`config.mk`:
```
export PLATFORM = sky130hd
export DESIGN_NAME = bram_stream_reader
export DESIGN_NICKNAME = d
export VERILOG_FILES = /design/src/rtl/bram_stream_reader_pkg.sv /design/src/rtl/bram_stream_reader_fifo.sv /design/src/rtl/bram_stream_reader.sv
export SDC_FILE = /design/constraint.sdc
export NUM_CORES = 1
export LEC_CHECK = 0
export BUFFER_PORTS_ARGS = -buffer_cell sky130_fd_sc_hd__buf_2
export CAP_MARGIN = 20
export CORE_UTILIZATION = 40
export CTS_CLUSTER_DIAMETER = 200
export DETAILED_ROUTE_END_ITERATION = 16
export GPL_TIMING_DRIVEN = 0
export HOLD_SLACK_MARGIN = 0.15
export SLEW_MARGIN = 0
export SYNTH_ARGS = -nofsm -noshare
export SYNTH_HDL_FRONTEND = slang
export SYNTH_SLANG_ARGS = --single-unit
```
`constraint.sdc`:
```
create_clock -name clk -period 5.2 [get_ports clk]
set_input_delay 0.78 -clock clk [delete_from_list [all_inputs] [get_ports clk]]
set_output_delay 0.78 -clock clk [all_outputs]
set_load 0.05 [all_outputs]
```
`src/rtl/bram_stream_reader_pkg.sv`:
```
// Shared constants for the BRAM stream reader: FSM encoding and
// the depth of the return-data FIFO that sets the read credit limit.
package bram_stream_reader_pkg;

  localparam logic [1:0] ST_IDLE  = 2'd0;
  localparam logic [1:0] ST_RUN   = 2'd1;
  localparam logic [1:0] ST_DRAIN = 2'd2;

  localparam int FIFO_DEPTH = 2;
  localparam int FIFO_CW    = $clog2(FIFO_DEPTH + 1);

endpackage

```
`src/rtl/bram_stream_reader_fifo.sv`:
```
// Two-entry synchronous FIFO holding returned BRAM words (plus last tag).
// The head is always presented on dout; count tells the reader how many
// entries are valid. Overflow is prevented by the reader's credit check.
module bram_rd_fifo
  import bram_stream_reader_pkg::*;
#(
  parameter int W = 17
) (
  input  logic               clk,
  input  logic               rst,
  input  logic               push,
  input  logic [W-1:0]       din,
  input  logic               pop,
  output logic [W-1:0]       dout,
  output logic [FIFO_CW-1:0] count
);

  logic [W-1:0] mem [FIFO_DEPTH];
  logic         wr_ptr;
  logic         rd_ptr;

  assign dout = mem[rd_ptr];

  // Storage, pointers and occupancy; reset clears the entries so the head reads zero.
  always_ff @(posedge clk or posedge rst) begin
    if (rst) begin
      for (int i = 0; i < FIFO_DEPTH; i++) mem[i] <= '0;
      wr_ptr <= 1'b0;
      rd_ptr <= 1'b0;
      count  <= '0;
    end else begin
      if (push) begin
        mem[wr_ptr] <= din;
        wr_ptr      <= ~wr_ptr;
      end
      if (pop) rd_ptr <= ~rd_ptr;
      case ({push, pop})
        2'b10:   count <= count + 1'b1;
        2'b01:   count <= count - 1'b1;
        default: count <= count;
      endcase
    end
  end

endmodule

```
`src/rtl/bram_stream_reader.sv`:
```
// Read-side BRAM master: on start, reads len consecutive words (wrapping at
// MEM_SIZE) through one BRAM port and streams them out as valid/ready beats.
//
// Handshake: a beat transfers in any cycle where m_valid and m_ready are both
// high; m_valid never depends on m_ready, and m_data/m_last stay fixed while a
// beat is offered but not taken.
//
// addr0 is a register holding the address of the next read. ce0 is decoded
// from registered state plus this cycle's pop, so the credit check
// (fifo_count + inflight - pop < 2) can see a same-cycle accept; that is what
// lets a 2-entry FIFO sustain one beat per cycle without ever overflowing.
module bram_stream_reader
  import bram_stream_reader_pkg::*;
#(
  parameter int DWIDTH   = 16,
  parameter int AWIDTH   = 12,
  parameter int MEM_SIZE = 3840
) (
  input  logic              clk,
  input  logic              rst,
  input  logic              start,
  input  logic [AWIDTH-1:0] base_addr,
  input  logic [AWIDTH:0]   len,
  output logic              busy,
  output logic              done,
  output logic [AWIDTH-1:0] addr0,
  output logic              ce0,
  output logic              we0,
  output logic [DWIDTH-1:0] d0,
  input  logic [DWIDTH-1:0] q0,
  output logic [DWIDTH-1:0] m_data,
  output logic              m_valid,
  output logic              m_last,
  input  logic              m_ready,
  output logic [1:0]        dbg_state
);

  localparam logic [AWIDTH-1:0] ADDR_ONE  = AWIDTH'(1);
  localparam logic [AWIDTH-1:0] ADDR_LAST = AWIDTH'(MEM_SIZE - 1);
  localparam logic [AWIDTH:0]   CNT_ONE   = (AWIDTH + 1)'(1);

  logic [1:0]         state;
  logic [AWIDTH:0]    len_q;
  logic [AWIDTH:0]    issued_cnt;
  logic [AWIDTH:0]    acc_cnt;
  logic               inflight;
  logic               inflight_last;
  logic [FIFO_CW-1:0] fifo_count;
  logic [DWIDTH:0]    fifo_dout;
  logic               pop;
  logic               credit_ok;
  logic               issue;
  logic               issue_last;
  logic               final_beat;
  logic [AWIDTH-1:0]  addr_next;

  assign we0       = 1'b0;
  assign d0        = '0;
  assign dbg_state = state;
  assign busy      = (state != ST_IDLE);

  assign m_valid = (fifo_count != '0);
  assign m_data  = fifo_dout[DWIDTH-1:0];
  assign m_last  = fifo_dout[DWIDTH];
  assign pop     = m_valid & m_ready;

  assign credit_ok  = ({1'b0, fifo_count} + {2'b00, inflight}) < (3'd2 + {2'b00, pop});
  assign issue      = (state == ST_RUN) & credit_ok;
  assign issue_last = issue & (issued_cnt == (len_q - CNT_ONE));
  assign final_beat = (state == ST_DRAIN) & pop & (acc_cnt == (len_q - CNT_ONE));
  assign ce0        = issue;
  assign addr_next  = (addr0 == ADDR_LAST) ? '0 : addr0 + ADDR_ONE;

  bram_rd_fifo #(
    .W(DWIDTH + 1)
  ) u_fifo (
    .clk   (clk),
    .rst   (rst),
    .push  (inflight),
    .din   ({inflight_last, q0}),
    .pop   (pop),
    .dout  (fifo_dout),
    .count (fifo_count)
  );

  // Job FSM, address walk, issue/accept counters and the one-deep read pipeline tag.
  always_ff @(posedge clk or posedge rst) begin
    if (rst) begin
      state         <= ST_IDLE;
      len_q         <= '0;
      issued_cnt    <= '0;
      acc_cnt       <= '0;
      addr0         <= '0;
      inflight      <= 1'b0;
      inflight_last <= 1'b0;
      done          <= 1'b0;
    end else begin
      done          <= 1'b0;
      inflight      <= issue;
      inflight_last <= issue_last;
      if (pop) acc_cnt <= acc_cnt + CNT_ONE;
      case (state)
        ST_IDLE: begin
          if (start) begin
            if (len == '0) begin
              done <= 1'b1;
            end else begin
              state      <= ST_RUN;
              len_q      <= len;
              addr0      <= base_addr;
              issued_cnt <= '0;
              acc_cnt    <= '0;
            end
          end
        end
        ST_RUN: begin
          if (issue) begin
            addr0      <= addr_next;
            issued_cnt <= issued_cnt + CNT_ONE;
            if (issue_last) state <= ST_DRAIN;
          end
        end
        ST_DRAIN: begin
          if (final_beat) begin
            state <= ST_IDLE;
            done  <= 1'b1;
          end
        end
        default: state <= ST_IDLE;
      endcase
    end
  end

endmodule

```
==> metrics.txt <==
# TYPE chip_impl_metric gauge
chip_impl_metric{name="vias_per_cell",unit=""} 5.341
chip_impl_metric{name="grt_use_total",unit=""} 0.2016
chip_impl_info{name="worst_hold_path_type",value="register to register"} 1
chip_impl_metric{name="ys_seq_elements",unit=""} 94
chip_impl_metric{name="layout_cell_share_with_drive_strength_beyond_1",unit=""} 0.2930
chip_impl_metric{name="layout_worst_path_cycle_share",unit=""} 0.6344
chip_impl_metric{name="synth_enable_flop_cells",unit=""} 0
chip_impl_metric{name="clk_latency",unit="ns"} 0.35
chip_impl_metric{name="critPathArrivalTime",unit="ns"} 2.52
chip_impl_metric{name="portBuffers",unit=""} 79
chip_impl_metric{name="number_of_setup_violations_in_the_final_report",unit=""} 0
chip_impl_metric{name="overflow",unit=""} 0
chip_impl_metric{name="antennaDiodeCount",unit=""} 0
chip_impl_metric{name="synth_seq_area_share",unit=""} 0.4365
chip_impl_info{name="timing.rr.start",value="len_q[0]$_DFFE_PP0P_"} 1
chip_impl_metric{name="worst_hold_slack",unit="ns"} 0.4889
chip_impl_metric{name="cts-resized-gates",unit=""} 0
chip_impl_metric{name="fill_cell_total_of_the_finished_layout",unit=""} 1268
chip_impl_metric{name="syn_area",unit="µm²"} 5389
chip_impl_metric{name="postCtsSetupBuffers",unit=""} 0
chip_impl_metric{name="timing.setup.tns",unit="ns"} 0
chip_impl_metric{name="worst-path-max-fanout",unit=""} 10
chip_impl_metric{name="synth.yosys.warnings",unit=""} 0
chip_impl_metric{name="netlist_instances",unit=""} 534
chip_impl_metric{name="place.detailed.instances",unit=""} 806
chip_impl_metric{name="core.rowCount",unit=""} 42
chip_impl_metric{name="largest_net_degree_at_the_start_of_global_routing",unit=""} 52
chip_impl_metric{name="p_leak",unit="nW"} 2.759
chip_impl_metric{name="yosysUniqueCellTypes",unit=""} 72
chip_impl_info{name="cts_root_buf",value="sky130_fd_sc_hd__clkbuf_16"} 1
chip_impl_info{name="worst_path_dominant_cell_family",value="buffers and inverters"} 1
chip_impl_metric{name="clock_edge_transition_at_the_registers_on_the_reported_setup_and_hold_paths",unit="ns"} 0.07
chip_impl_info{name="setup.worst_path.end_class",value="output port"} 1
chip_impl_info{name="crit_path_cell_trace",value="clkbuf_1 > nand2b_1 > or3_1 > inv_1 > buf_2"} 1
chip_impl_info{name="min_from",value="u_fifo.wr_ptr$_DFFE_PP0P_"} 1
chip_impl_metric{name="cts.htree.levels",unit=""} 3
chip_impl_metric{name="final-hold-violation-count",unit=""} 0
chip_impl_metric{name="final-max-slew-violation-count",unit=""} 0
chip_impl_metric{name="drcViolationCount",unit=""} 0
chip_impl_metric{name="drt_iter0_markers",unit=""} 344
chip_impl_info{name="tritoncts_clock_tree",value="yes"} 1
chip_impl_metric{name="syn_to_final_growth",unit="%"} 18.34
chip_impl_metric{name="hpwl",unit="µm"} 9730
chip_impl_metric{name="async_reset_ff_frac",unit=""} 1.000
chip_impl_info{name="outcome",value="complete, no violations"} 1
chip_impl_metric{name="final_cell_count_no_fill",unit=""} 821
chip_impl_info{name="crit_path_start_kind",value="register"} 1
chip_impl_metric{name="max_freq",unit="GHz"} 0.3031
chip_impl_metric{name="timing.clock.skew",unit="ns"} 0.008576
chip_impl_metric{name="initial_utilization",unit=""} 0.4086
chip_impl_metric{name="num_vias",unit=""} 4385
chip_impl_info{name="synth_flop_cell",value="sky130_fd_sc_hd__dfrtp_1"} 1
chip_impl_metric{name="final_area",unit="µm²"} 6377
chip_impl_metric{name="io_pins",unit=""} 97
chip_impl_metric{name="die_y",unit="µm"} 118.1
chip_impl_info{name="slowest_cell_on_the_critical_path",value="sky130_fd_sc_hd__or3_1"} 1
chip_impl_metric{name="post_cts_hold_buffer_count",unit=""} 0
chip_impl_metric{name="timing.final.crit_period",unit="ns"} 3.299
chip_impl_metric{name="cts_sinks",unit=""} 94
chip_impl_metric{name="horizontal_die_dimension",unit="µm"} 118.1
chip_impl_metric{name="fin_nets",unit=""} 693
chip_impl_metric{name="detailed_place.area",unit="µm²"} 6095
chip_impl_metric{name="syn-mean-instance-area",unit="µm²"} 10.09
chip_impl_info{name="setup.worst_path.class",value="register to output port"} 1
chip_impl_metric{name="peakVddDrop",unit="mV"} 0.3869
chip_impl_metric{name="final_wirelength",unit="µm"} 13200
chip_impl_metric{name="slew_headroom",unit=""} 0.4890
chip_impl_metric{name="cts_bufs_inserted",unit=""} 9
chip_impl_metric{name="die_area",unit="µm²"} 13940
chip_impl_metric{name="clk_path_buf_depth",unit=""} 2
chip_impl_metric{name="crit_path_max_incr_delay",unit="ns"} 0.47
chip_impl_metric{name="crit_buf_inv",unit=""} 3
chip_impl_metric{name="tightestPinTransition",unit="ns"} 0.7645
chip_impl_metric{name="data_required_time_of_the_critical_path",unit="ns"} 4.42
chip_impl_metric{name="initial_antenna_violation_count",unit=""} 0
chip_impl_metric{name="ant_nets",unit=""} 0
chip_impl_info{name="worstSetupStartpoint",value="dbg_state[0]$_DFFE_PP0P_"} 1
chip_impl_metric{name="detail_route.first_pass.iterations",unit=""} 5
chip_impl_metric{name="number_of_global_route_vias_before_repair",unit=""} 4246
chip_impl_metric{name="first_pass_grt_wire_length",unit="µm"} 22120
chip_impl_metric{name="globalplace.congestion",unit=""} 0.8566
chip_impl_metric{name="finalPower",unit="mW"} 4.305
chip_impl_metric{name="power_density_over_the_cells",unit="nW/µm²"} 675.1
chip_impl_info{name="unrepaired_setup_endpoints_after_global_routing",value="false"} 1
chip_impl_metric{name="avgRoutedWirePerCell",unit="µm"} 16.08
chip_impl_metric{name="floorplan.core_area",unit="µm²"} 13190
chip_impl_metric{name="cap_violations",unit=""} 0
[stage by stage]
stage            util  setup WS (ns)
6_report       0.4835          1.901
5_1_grt        0.4835          1.787
4_1_cts        0.4835          1.864
3_5_place_dp   0.4621          2.009
3_3_place_gp   0.4598         0.8342
2_1_floorplan       -          1.971
[worst register-to-register path, delay by kind of cell (launching register included)]
kind	cells	cell delay (ns)
buffers and inverters	3	0.66
xor gates and xnor gates	1	0.16
AOI/OAI and AO/OA	3	0.69
adders and majority gates	1	0.15
DFF	1	0.45
and+or+nand+nor	2	1.00
[report_power, final]
group	switching, mW	internal [mW]
clock network	0.293	0.350
logic	1.54	0.852
registers	0.248	1.02
total	2.08	2.23
[worst paths after layout]
| path | end | slack (ns) | cells after the start |
|---|---|---|---|
| setup / recovery | ce0 | 1.90 | 5 |
| hold / removal | u_fifo.wr_ptr$_DFFE_PP0P_ | 0.49 | 1 |
| setup reg to reg | dbg_state[0]$_DFFE_PP0P_ | 1.97 | 10 |
| hold reg to reg | u_fifo.wr_ptr$_DFFE_PP0P_ | 0.49 | 1 |
| max in group asynchronous | addr0[4]$_DFFE_PP0P_ | 4.05 | 3 |
| min in group asynchronous | len_q[9]$_DFFE_PP0P_ | 0.50 | 2 |
[routing by layer]
metal | share of wire | vias to the layer above | wire [µm] | track usage
met1 | 0.47 | 2151 | 6177 | 0.2681
met2 | 0.46 | 125 | 6016 | 0.3195
met5 | 0 | - | 0 | 0
met3 | 0.047 | 22 | 623 | 0.03440
li1 | - | 2087 | - | -
met4 | 0.029 | 0 | 384 | 0.09375
[final cells by class]
type                    instances  area (µm²)  share of cell area
well taps                     176       220.2             0.03453
multi-input cells             390        2761              0.4330
plain buffers                  44       252.7             0.03963
clock buffers                  11       252.7             0.03963
repair buffers                 80       422.9             0.06631
clock inverters                 4       30.03            0.004709
inverters                      22       85.08             0.01334
flip-flops and latches         94        2352              0.3688
[Yosys cell counts (8+ instances only)]
| cell type | n | share of area |
|---|---|---|
| sky130_fd_sc_hd__dfrtp_1 | 94 | 0.44 |
| sky130_fd_sc_hd__mux2_2 | 58 | 0.12 |
| sky130_fd_sc_hd__nand2_1 | 39 | 0.027 |
| sky130_fd_sc_hd__nor2_1 | 34 | 0.024 |
| sky130_fd_sc_hd__o21ai_0 | 31 | 0.029 |
| sky130_fd_sc_hd__xnor2_1 | 26 | 0.042 |
| sky130_fd_sc_hd__clkbuf_1 | 22 | 0.015 |
| sky130_fd_sc_hd__xor2_1 | 22 | 0.036 |
| sky130_fd_sc_hd__inv_1 | 21 | 0.015 |
| sky130_fd_sc_hd__buf_4 | 17 | 0.024 |
| sky130_fd_sc_hd__nand3_1 | 17 | 0.016 |
| sky130_fd_sc_hd__a21oi_1 | 12 | 0.011 |
| sky130_fd_sc_hd__and3_1 | 9 | 0.010 |
| sky130_fd_sc_hd__nand4_1 | 8 | 0.0093 |
[cell usage in the layout, fill, tap and decap left out, drive strengths merged, types with 3 or more instances in the layout]
cell type,synthesis,layout
buf,22,102
dfrtp,94,94
mux2,58,58
nand2,39,39
nor2,34,34
clkbuf,22,33
o21ai,32,32
xnor2,26,26
inv,21,23
xor2,22,22
nand3,17,17
conb,1,17
a21oi,12,12
and3,10,10
nor4,10,10
nand4,8,8
o311ai,8,8
nand2b,7,7
nor2b,7,7
nor3,7,7
ha,7,7
o211ai,6,6
or3,6,6
or4,6,6
o22ai,3,3
or2,3,3
nand3b,3,3
a31oi,3,3
o31ai,3,3
[state kept, by name (all words and copies together), names as in the netlist]
signal,cells
inflight,1
u_fifo.wr_ptr,1
issued_cnt,13
addr0,12
u_fifo.count,2
u_fifo.mem,34
inflight_last,1
len_q,13
acc_cnt,13
dbg_state,2
done,1
u_fifo.rd_ptr,1
[kinds of logic after synthesis]
| kind of cell | synth area share |
|---|---|
| DFF | 0.4365 |
| adders and majority gates | 0.01625 |
| muxes | 0.1212 |
| buffers and inverters | 0.06222 |
| and+or+nand+nor | 0.1644 |
| xor gates and xnor gates | 0.07801 |
| AOI/OAI and AO/OA | 0.1207 |
| other | 0.0006959 |
Note: power is estimated with default switching activity, not from simulation.
